$ cat config.mk
export PLATFORM = sky130hd
export DESIGN_NAME = result_tx
export DESIGN_NICKNAME = d
export VERILOG_FILES = /design/src/rtl/result_tx.sv
export SDC_FILE = /design/constraint.sdc
export NUM_CORES = 1
export LEC_CHECK = 0
export CAP_MARGIN = 20
export CORE_ASPECT_RATIO = 0.6
export CORE_MARGIN = 2
export CORE_UTILIZATION = 45
export DETAILED_ROUTE_END_ITERATION = 10
export PLACE_DENSITY_LB_ADDON = 0.2
export REMOVE_ABC_BUFFERS = 1
export SLEW_MARGIN = 30
export SYNTH_ARGS = -nofsm -noshare
export SYNTH_HDL_FRONTEND = slang
export SYNTH_SLANG_ARGS = --single-unit
$ cat constraint.sdc
create_clock -name clk -period 4.66 [get_ports clk]
set_input_delay 0.699 -clock clk [delete_from_list [all_inputs] [get_ports clk]]
set_output_delay 0.699 -clock clk [all_outputs]
set_load 0.02 [all_outputs]
$ cat src/rtl/result_tx.sv
// result_tx: queues 32-bit nonces and frames each as header, 4 nonce bytes (LSB first), XOR checksum.
module result_tx #(
  parameter int FIFO_DEPTH = 4,
  parameter logic [7:0] HEADER = 8'h52
) (
  input  logic                          clk,
  input  logic                          rst,
  input  logic                          new_result,
  input  logic [31:0]                   result_data,
  output logic [7:0]                    tx_data,
  output logic                          new_tx_data,
  input  logic                          tx_busy,
  output logic [$clog2(FIFO_DEPTH):0]   fifo_count,
  output logic                          overflow,
  output logic                          busy
);
  localparam int AW = $clog2(FIFO_DEPTH);
  localparam int CW = AW + 1;
  typedef enum logic [1:0] {IDLE, SEND, GAP} state_t;
  state_t state, state_nx;
  logic [31:0] mem [FIFO_DEPTH];
  logic [AW-1:0] wr_ptr, rd_ptr;
  logic [CW-1:0] count;
  logic [31:0] frame;
  logic [2:0] idx;
  logic [7:0] last_byte, cur_byte;
  logic full, pop, push;
  assign full = count == CW'(FIFO_DEPTH);
  assign pop = state == IDLE && count != '0;
  assign push = new_result && (!full || pop);
  assign fifo_count = count;
  assign busy = state != IDLE || count != '0;
  assign new_tx_data = state == SEND && !tx_busy;
  assign tx_data = new_tx_data ? cur_byte : last_byte;
  always_comb begin
    cur_byte = idx == 3'd0 ? HEADER :
               idx == 3'd1 ? frame[7:0] :
               idx == 3'd2 ? frame[15:8] :
               idx == 3'd3 ? frame[23:16] :
               idx == 3'd4 ? frame[31:24] :
               frame[7:0] ^ frame[15:8] ^ frame[23:16] ^ frame[31:24];
    state_nx = state == IDLE ? (pop ? SEND : IDLE) :
               state == SEND ? (tx_busy ? SEND : GAP) :
               (idx == 3'd5 ? IDLE : SEND);
  end
  always_ff @(posedge clk) if (push) mem[wr_ptr] <= result_data;
  always_ff @(posedge clk) begin
    if (rst) begin
      state <= IDLE;
      wr_ptr <= '0;
      rd_ptr <= '0;
      count <= '0;
      frame <= '0;
      idx <= '0;
      last_byte <= '0;
      overflow <= 1'b0;
    end else begin
      state <= state_nx;
      count <= count + CW'(push) - CW'(pop);
      if (push) wr_ptr <= wr_ptr + 1'b1;
      if (pop) begin
        frame <= mem[rd_ptr];
        rd_ptr <= rd_ptr + 1'b1;
        idx <= '0;
      end
      if (new_result && !push) overflow <= 1'b1;
      if (new_tx_data) last_byte <= cur_byte;
      if (state == GAP && idx != 3'd5) idx <= idx + 3'd1;
    end
  end
endmodule

==> results of run 1 <==
placed cells by master, fill, tap and decap left out, drive strengths merged, types with 3 or more instances in the layout:
cell type / instances
a211o: 3
a211oi: 7
a21oi: 47
a2bb2oi: 8
and2: 5
and3: 7
buf: 8
clkbuf: 17
clkdlybuf4s50: 48
clkinv: 7
dfxtp: 53
edfxtp: 128
ha: 11
inv: 16
mux4: 32
nand2: 73
nand2b: 3
nand3b: 3
nor2: 18
nor2b: 5
nor3: 5
o21a: 3
o21ai: 7
o21ba: 3
or3: 4
or3b: 4
xnor2: 5
xnor3: 6
routing by layer:
| layer | up-vias | wire (µm) |
|---|---|---|
| li1 | 2001 | - |
| met1 | 2126 | 7190 |
| met2 | 80 | 6740 |
| met5 | - | 0 |
| met4 | 0 | 74 |
| met3 | 6 | 557 |
how the worst min path moves through the flow:
stage	cells past startpoint	startpoint	slack, ps	end
final	2	frame[31]	460	frame[31]
after floorplan	2	frame[26]	440	frame[26]
after CTS	2	frame[31]	460	frame[31]
after global routing	2	frame[31]	490	frame[31]
after detailed placement	2	frame[31]	450	frame[31]
after global placement	2	frame[26]	460	frame[26]
sequential cells by signal, indices dropped and copies added (netlist names):
name,count
mem,128
frame,32
last_byte,8
fifo_count,3
idx,3
rd_ptr,2
state,2
wr_ptr,2
overflow,1
power by group through the flow:
stage / Combinational, mW / Clock [mW] / Sequential, mW
2_1_floorplan: 0.905 / 0 / 2.17
3_3_place_gp: 1.32 / 0 / 2.15
3_5_place_dp: 1.36 / 0 / 2.16
4_1_cts: 1.37 / 1.49 / 2.13
5_1_grt: 1.50 / 1.55 / 2.15
6_report: 1.34 / 1.46 / 2.12
worst min-delay path, cell delays in order (launching register included):
cell,delay (ps)
dfxtp_1,310
nand2_1,50
a21oi_1,50
area by class of cell:
type	count	area, µm²	area share [%]
well taps	209	262	2.99
multi-input cells	284	2330	26.6
flip-flops and latches	181	4910	56.1
clock inverters	15	194	2.22
clock buffers	17	425	4.86
inverters	11	41.3	0.472
repair buffers	56	591	6.75
kinds of logic (layout without fill, tap and decap cells):
group | count (synthesis) | after routing
multiplexers | 34 | 34
buffers and inverters | 37 | 99
flip-flops | 181 | 181
AO/OA/AOI/OAI | 95 | 95
XOR/XNOR | 13 | 13
adder cells (fa/ha/maj) | 12 | 12
AND/OR/NAND/NOR | 130 | 130
==> key figures, run 1 <==
Pwr
  – Clock share of power: 29.6%
  – Peak VDD IR: 0.256 mV
  – Power Internal: 3.41 mW
  – Power, Total: 4.93 mW
  – Share of power burned in registers: 43.1%
  – Switching part of the total: 30.8%
  – Static leakage: 2.97 nW
  – NetSw: 1.52 mW
  – Pwr Density: 564 nW/µm²
  – Logic pwr share: 27.3%

Die
  – Ports: 50
  – Horiz. Die Dim: 169 µm
  – DIE AREA: 17500 µm²
  – Row count: 36
  – Die height: 103 µm
  – Initial core utilization: 45.7%
  – Core area: 16100 µm²

GRT
  – Initial antenna violation count: 0
  – Vias in the first global route: 4201
  – Routing usage on met2: 27.7%
  – Largest net degree at the start of global routing: 54
  – Met3 Use GR: 3.07%
  – First-pass GRT wire length: 22.9 mm
  – Met1 Usage GRT: 25.8%
  – GRT busiest layer: met2
  – GRT Overall Usage: 17.8%
  – Total grt overflow: 0

Timing
  – Final hold violation count: 0
  – Setup Viol. Count Final: 0
  – Clk_skew: 9.56 ps
  – Post-route setup slack: 722 ps
  – Fin crit period: 3940 ps
  – RSZ-0062 raised after global routing: false
  – Final slew viol count: 0
  – Fin crit share: 84.5%
  – Worst-Margin Slew: 888 ps
  – Slew margin rel.: 40.7%
  – Post-Route Setup TNS: 0 ps
  – WHS: 463 ps
  – Maximum clock rate: 0.254 GHz

Layout
  – Fillers: 1324
  – Fraction of layout cells with a size suffix above 1: 15.8%
  – Core Util, Final: 54.2%
  – Nets: 599
  – Design area: 8750 µm²
  – Area Overhead vs Synth: 18.6%
  – Diodes inserted: 0
  – Finished Layout Cells: 773

Worst setup path
  – Crit-path most repeated cell: clkdlybuf4s50_1
  – CP cell instances: clkdlybuf4s50_1, or3b_1, a21o_1, a2bb2oi_1, a21oi_1, clkdlybuf4s50_1
  – Critical path endpoint category: primary output
  – Worst setup endpoint: tx_data[0]
  – Reg2Reg Depth: 11
  – Cell family with most CP delay: buffers and inverters
  – Reg2reg setup slack: 1890 ps
  – Reg2reg end: fifo_count[2]
  – Worst Path Max Fanout: 13
  – WP data arrival: 3240 ps
  – Data required, critical path: 3960 ps
  – Buf/Inv on CP: 2
  – Slowest stage delay, CP: 650 ps
  – Startpoint Class: primary input
  – WP depth: 6
  – Slowest-stage cell, CP: clkdlybuf4s50_1
  – RR Startpoint: state[0]
  – Worst setup startpoint: tx_busy
  – Setup Crit Path Kind: in -> out

Yosys
  – Seq/Total Area, Yosys: 66.5%
  – Syn Inst Count: 502
  – Largest family of logic cells by synthesized area: multiplexers
  – Synth Area in Compound Gates: 8.64%
  – Post-synthesis mux area share: 10.0%
  – Synth Area in Adders: 2.14%
  – Top FF cell, synth: edfxtp_1
  – Count leader, synth: edfxtp_1
  – Synth Area in Simple Gates: 8.03%
  – Syn Area/Cell: 14.7 µm²
  – Synth warn: 0
  – Largest area contributor in the netlist: edfxtp_1
  – Mapped Area: 7370 µm²
  – Distinct cells, synth: 47
  – Post-synth EDFFs: 128
  – Ranking of synthesized cells by area: edfxtp_1, dfxtp_1, mux4_2
  – Seq cells post-synth: 181
  – Synth Area in XOR/XNOR: 2.66%
  – Top cells by count, synth: edfxtp_1, nand2_1, dfxtp_1
  – Top cell type's share of synthesized area: 52.1%
  – Async SR Flop Fraction: 0%

Detailed routing
  – Vias/cell: 5.45
  – DRC viols: 0
  – Routed vias: 4213
  – DRT iter0 DRCs: 312
  – Detailed Routing Iterations Pass 1: 5
  – Drt total wl: 14.6 mm
  – DR WL/cell: 18.8 µm
  – Post-route ant nets: 0

Clock tree
  – Clk sinks: 181
  – Worst-path clk slew: 60 ps
  – CTS root buffer: clkbuf_16
  – CTS Hold Bufs: 0
  – CTS tree: done
  – Clk Latency, worst-skew pair: 420 ps
  – CTS H-tree depth: 4
  – Post-CTS setup buffers: 0
  – Clk buf depth: 2
  – Post-cts resize count: 0
  – TritonCTS buffer count: 17

Status
  – Status: finished clean

Placement
  – Placer Congestion: 0.788
  – Pre-CTS setup slack: 729 ps
  – Placed cell areas: 8120 µm²
  – I/O Buffers: 49
  – Inst Count DP: 741
  – DPL Wire Length: 9.34 mm

Hold path
  – Hold Crit Class: reg -> reg

Job
  – Max_cap viols: 0
(Power assumes the default switching activity.)
==> run 2, diff against run 1 <==
- clock period: 4.66 -> 3.5 ns (I/O delays scaled with it)
==> run 2 against run 1 <==
Effect of this change: sequential power increased by 34%; non-clock buffer count increased by 6; final cell count increased by 0.65%.
==> key figures, run 2 (same netlist as run 1, synthesis figures left out) <==
Layout
  – Fraction of layout cells with a size suffix above 1: 16.2% (was 15.8%)
  – Core Util, Final: 54.3% (was 54.2%)
  – Most frequent cells in the layout: edfxtp_1, nand2_1, dfxtp_1, a21oi_1, clkdlybuf4s50_1 (was edfxtp_1, nand2_1, dfxtp_1, clkdlybuf4s50_1, a21oi_1)
  – Nets: 605 (was 599)
  – Max FFs per register: 128 (unchanged)
  – Diodes inserted: 0 (unchanged)
  – Commonest non-fill, non-tap cell in the layout: edfxtp_1 (unchanged)
  – Area Overhead vs Synth: 18.8% (was 18.6%)
  – Biggest register: mem (unchanged)
  – Biggest regs: mem x128, frame x32, last_byte x8 (unchanged)

Worst setup path
  – Data required, critical path: 2970 ps (was 3960 ps)
  – Crit-path most repeated cell: nor2b_1 (was clkdlybuf4s50_1)
  – Critical path endpoint category: primary output (unchanged)
  – CP cell instances: inv_1, ha_1, nor2b_1, nor2b_1, a2111oi_2, a21oi_1, clkdlybuf4s50_1 (was clkdlybuf4s50_1, or3b_1, a21o_1, a2bb2oi_1, a21oi_1, clkdlybuf4s50_1)
  – Slowest-stage cell, CP: clkdlybuf4s50_1 (unchanged)
  – Slowest stage delay, CP: 630 ps (was 650 ps)
  – WP data arrival: 2840 ps (was 3240 ps)
  – Setup Crit Path Kind: reg -> out (was in -> out)
  – Worst Path Max Fanout: 7 (was 13)
  – Startpoint Class: flop (was primary input)

Detailed routing
  – Vias/cell: 5.52 (was 5.45)
  – Post-route ant nets: 0 (unchanged)
  – DRT iter0 DRCs: 259 (was 312)
  – DR WL/cell: 18.9 µm (was 18.8 µm)
  – Routed vias: 4294 (was 4213)
  – Drt total wl: 14.7 mm (was 14.6 mm)
  – Detailed Routing Iterations Pass 1: 5 (unchanged)
  – DRC viols: 0 (unchanged)

GRT
  – Vias in the first global route: 4358 (was 4201)
  – Largest net degree at the start of global routing: 54 (unchanged)
  – Routing usage on met2: 29.4% (was 27.7%)
  – Total grt overflow: 0 (unchanged)
  – Met3 Use GR: 3.80% (was 3.07%)
  – Initial antenna violation count: 0 (unchanged)
  – GRT busiest layer: met2 (unchanged)
  – GRT Overall Usage: 18.0% (was 17.8%)
  – First-pass GRT wire length: 23.5 mm (was 22.9 mm)
  – Met1 Usage GRT: 25.2% (was 25.8%)

Pwr
  – Logic pwr share: 26.7% (was 27.3%)
  – Power, Total: 6.63 mW (was 4.93 mW)
  – Clock share of power: 30.4% (was 29.6%)
  – NetSw: 1.97 mW (was 1.52 mW)
  – Peak VDD IR: 0.297 mV (was 0.256 mV)
  – Share of power burned in registers: 42.9% (was 43.1%)
  – Static leakage: 3.08 nW (was 2.97 nW)
  – Switching part of the total: 29.7% (was 30.8%)
  – Power Internal: 4.66 mW (was 3.41 mW)
  – Pwr Density: 757 nW/µm² (was 564 nW/µm²)

Die
  – Core area: 16100 µm² (unchanged)
  – Die height: 103 µm (unchanged)
  – Ports: 50 (unchanged)
  – Initial core utilization: 45.7% (unchanged)
  – DIE AREA: 17500 µm² (unchanged)
  – Row count: 36 (unchanged)
  – Horiz. Die Dim: 169 µm (unchanged)

Clock tree
  – Clk sinks: 181 (unchanged)
  – CTS Hold Bufs: 0 (unchanged)
  – Worst-path clk slew: 60 ps (about the same)
  – CTS H-tree depth: 4 (unchanged)
  – CTS tree: done (unchanged)
  – Clk Latency, worst-skew pair: 420 ps (about the same)
  – Clk buf depth: 2 (unchanged)
  – TritonCTS buffer count: 17 (unchanged)
  – CTS root buffer: clkbuf_16 (unchanged)
  – Post-CTS setup buffers: 0 (unchanged)
  – Post-cts resize count: 0 (unchanged)

Timing
  – Final hold violation count: 0 (unchanged)
  – WHS: 471 ps (was 463 ps)
  – Post-Route Setup TNS: 0 ps (unchanged)
  – Worst-Margin Slew: 703 ps (was 888 ps)
  – RSZ-0062 raised after global routing: false (unchanged)
  – Fin crit period: 3370 ps
  – Slew margin rel.: 53.1% (was 40.7%)
  – Clk_skew: 9.99 ps (was 9.56 ps)
  – Maximum clock rate: 0.297 GHz
  – Fin crit share: 96.2%
  – Final slew viol count: 0 (unchanged)
  – Setup Viol. Count Final: 0 (unchanged)

Job
  – Max_cap viols: 0 (unchanged)

Placement
  – DPL Wire Length: 9.12 mm (was 9.34 mm)
  – I/O Buffers: 49 (unchanged)
  – Placer Congestion: 0.793 (was 0.788)

Hold path
  – Hold Crit Class: reg -> reg (unchanged)

Status
  – Status: finished clean (unchanged)
## run 2: routing by layer
| layer | share of wire [%] | wire length, µm | vias to the layer above |
|---|---|---|---|
| met4 | 0.64 | 94 | 0 |
| li1 | - | - | 2015 |
| met3 | 3.9 | 579 | 13 |
| met1 | 49 | 7270 | 2175 |
| met5 | 0 | 0 | - |
| met2 | 46 | 6760 | 91 |
## run 2: worst max-delay path, delay by kind of cell, from the launching register on
family	cells	cell delay, ps
adder cells (fa/ha/maj)	1	290
AO/OA/AOI/OAI	2	340
AND/OR/NAND/NOR	2	720
flip-flops	1	350
buffers and inverters	2	720
## run 2: path summary, 6_finish.rpt
path                                 from       endpoint  slack [ps]  depth (start not counted)
worst min register to register  frame[31]      frame[31]         470                          2
worst max-delay path               idx[0]     tx_data[4]         130                          7
worst min-delay path            frame[31]      frame[31]         470                          2
worst max register to register   state[1]  fifo_count[2]         780                         11
## run 2: power groups by stage
stage / clock network [mW] / registers (mW) / logic [mW]
after global routing: 2.12 / 2.88 / 1.99
final: 2.02 / 2.84 / 1.77
after floorplan: 0 / 2.89 / 1.21
after CTS: 2.05 / 2.84 / 1.80
after global placement: 0 / 2.87 / 1.76
after detailed placement: 0 / 2.89 / 1.79
## run 2: cell type report
| class | instances | area [µm²] |
|---|---|---|
| fill | 1315 | 7370 |
| sequential | 181 | 4910 |
| multi-input combinational | 284 | 2330 |
| timing repair buffer | 62 | 598 |
| clock buffer | 18 | 429 |
| tap | 209 | 262 |
| clock inverter | 13 | 193 |
| inverter | 11 | 41.3 |
## run 2: metrics by stage
step                      std cells  area (µm²)  worst slack, ps
after floorplan                 476        7270              320
final                           778        8760              134
after CTS                       778        8740             34.3
after detailed placement        747        8120              198
after global placement          747        8120              233
after global routing            778        8760             3.55
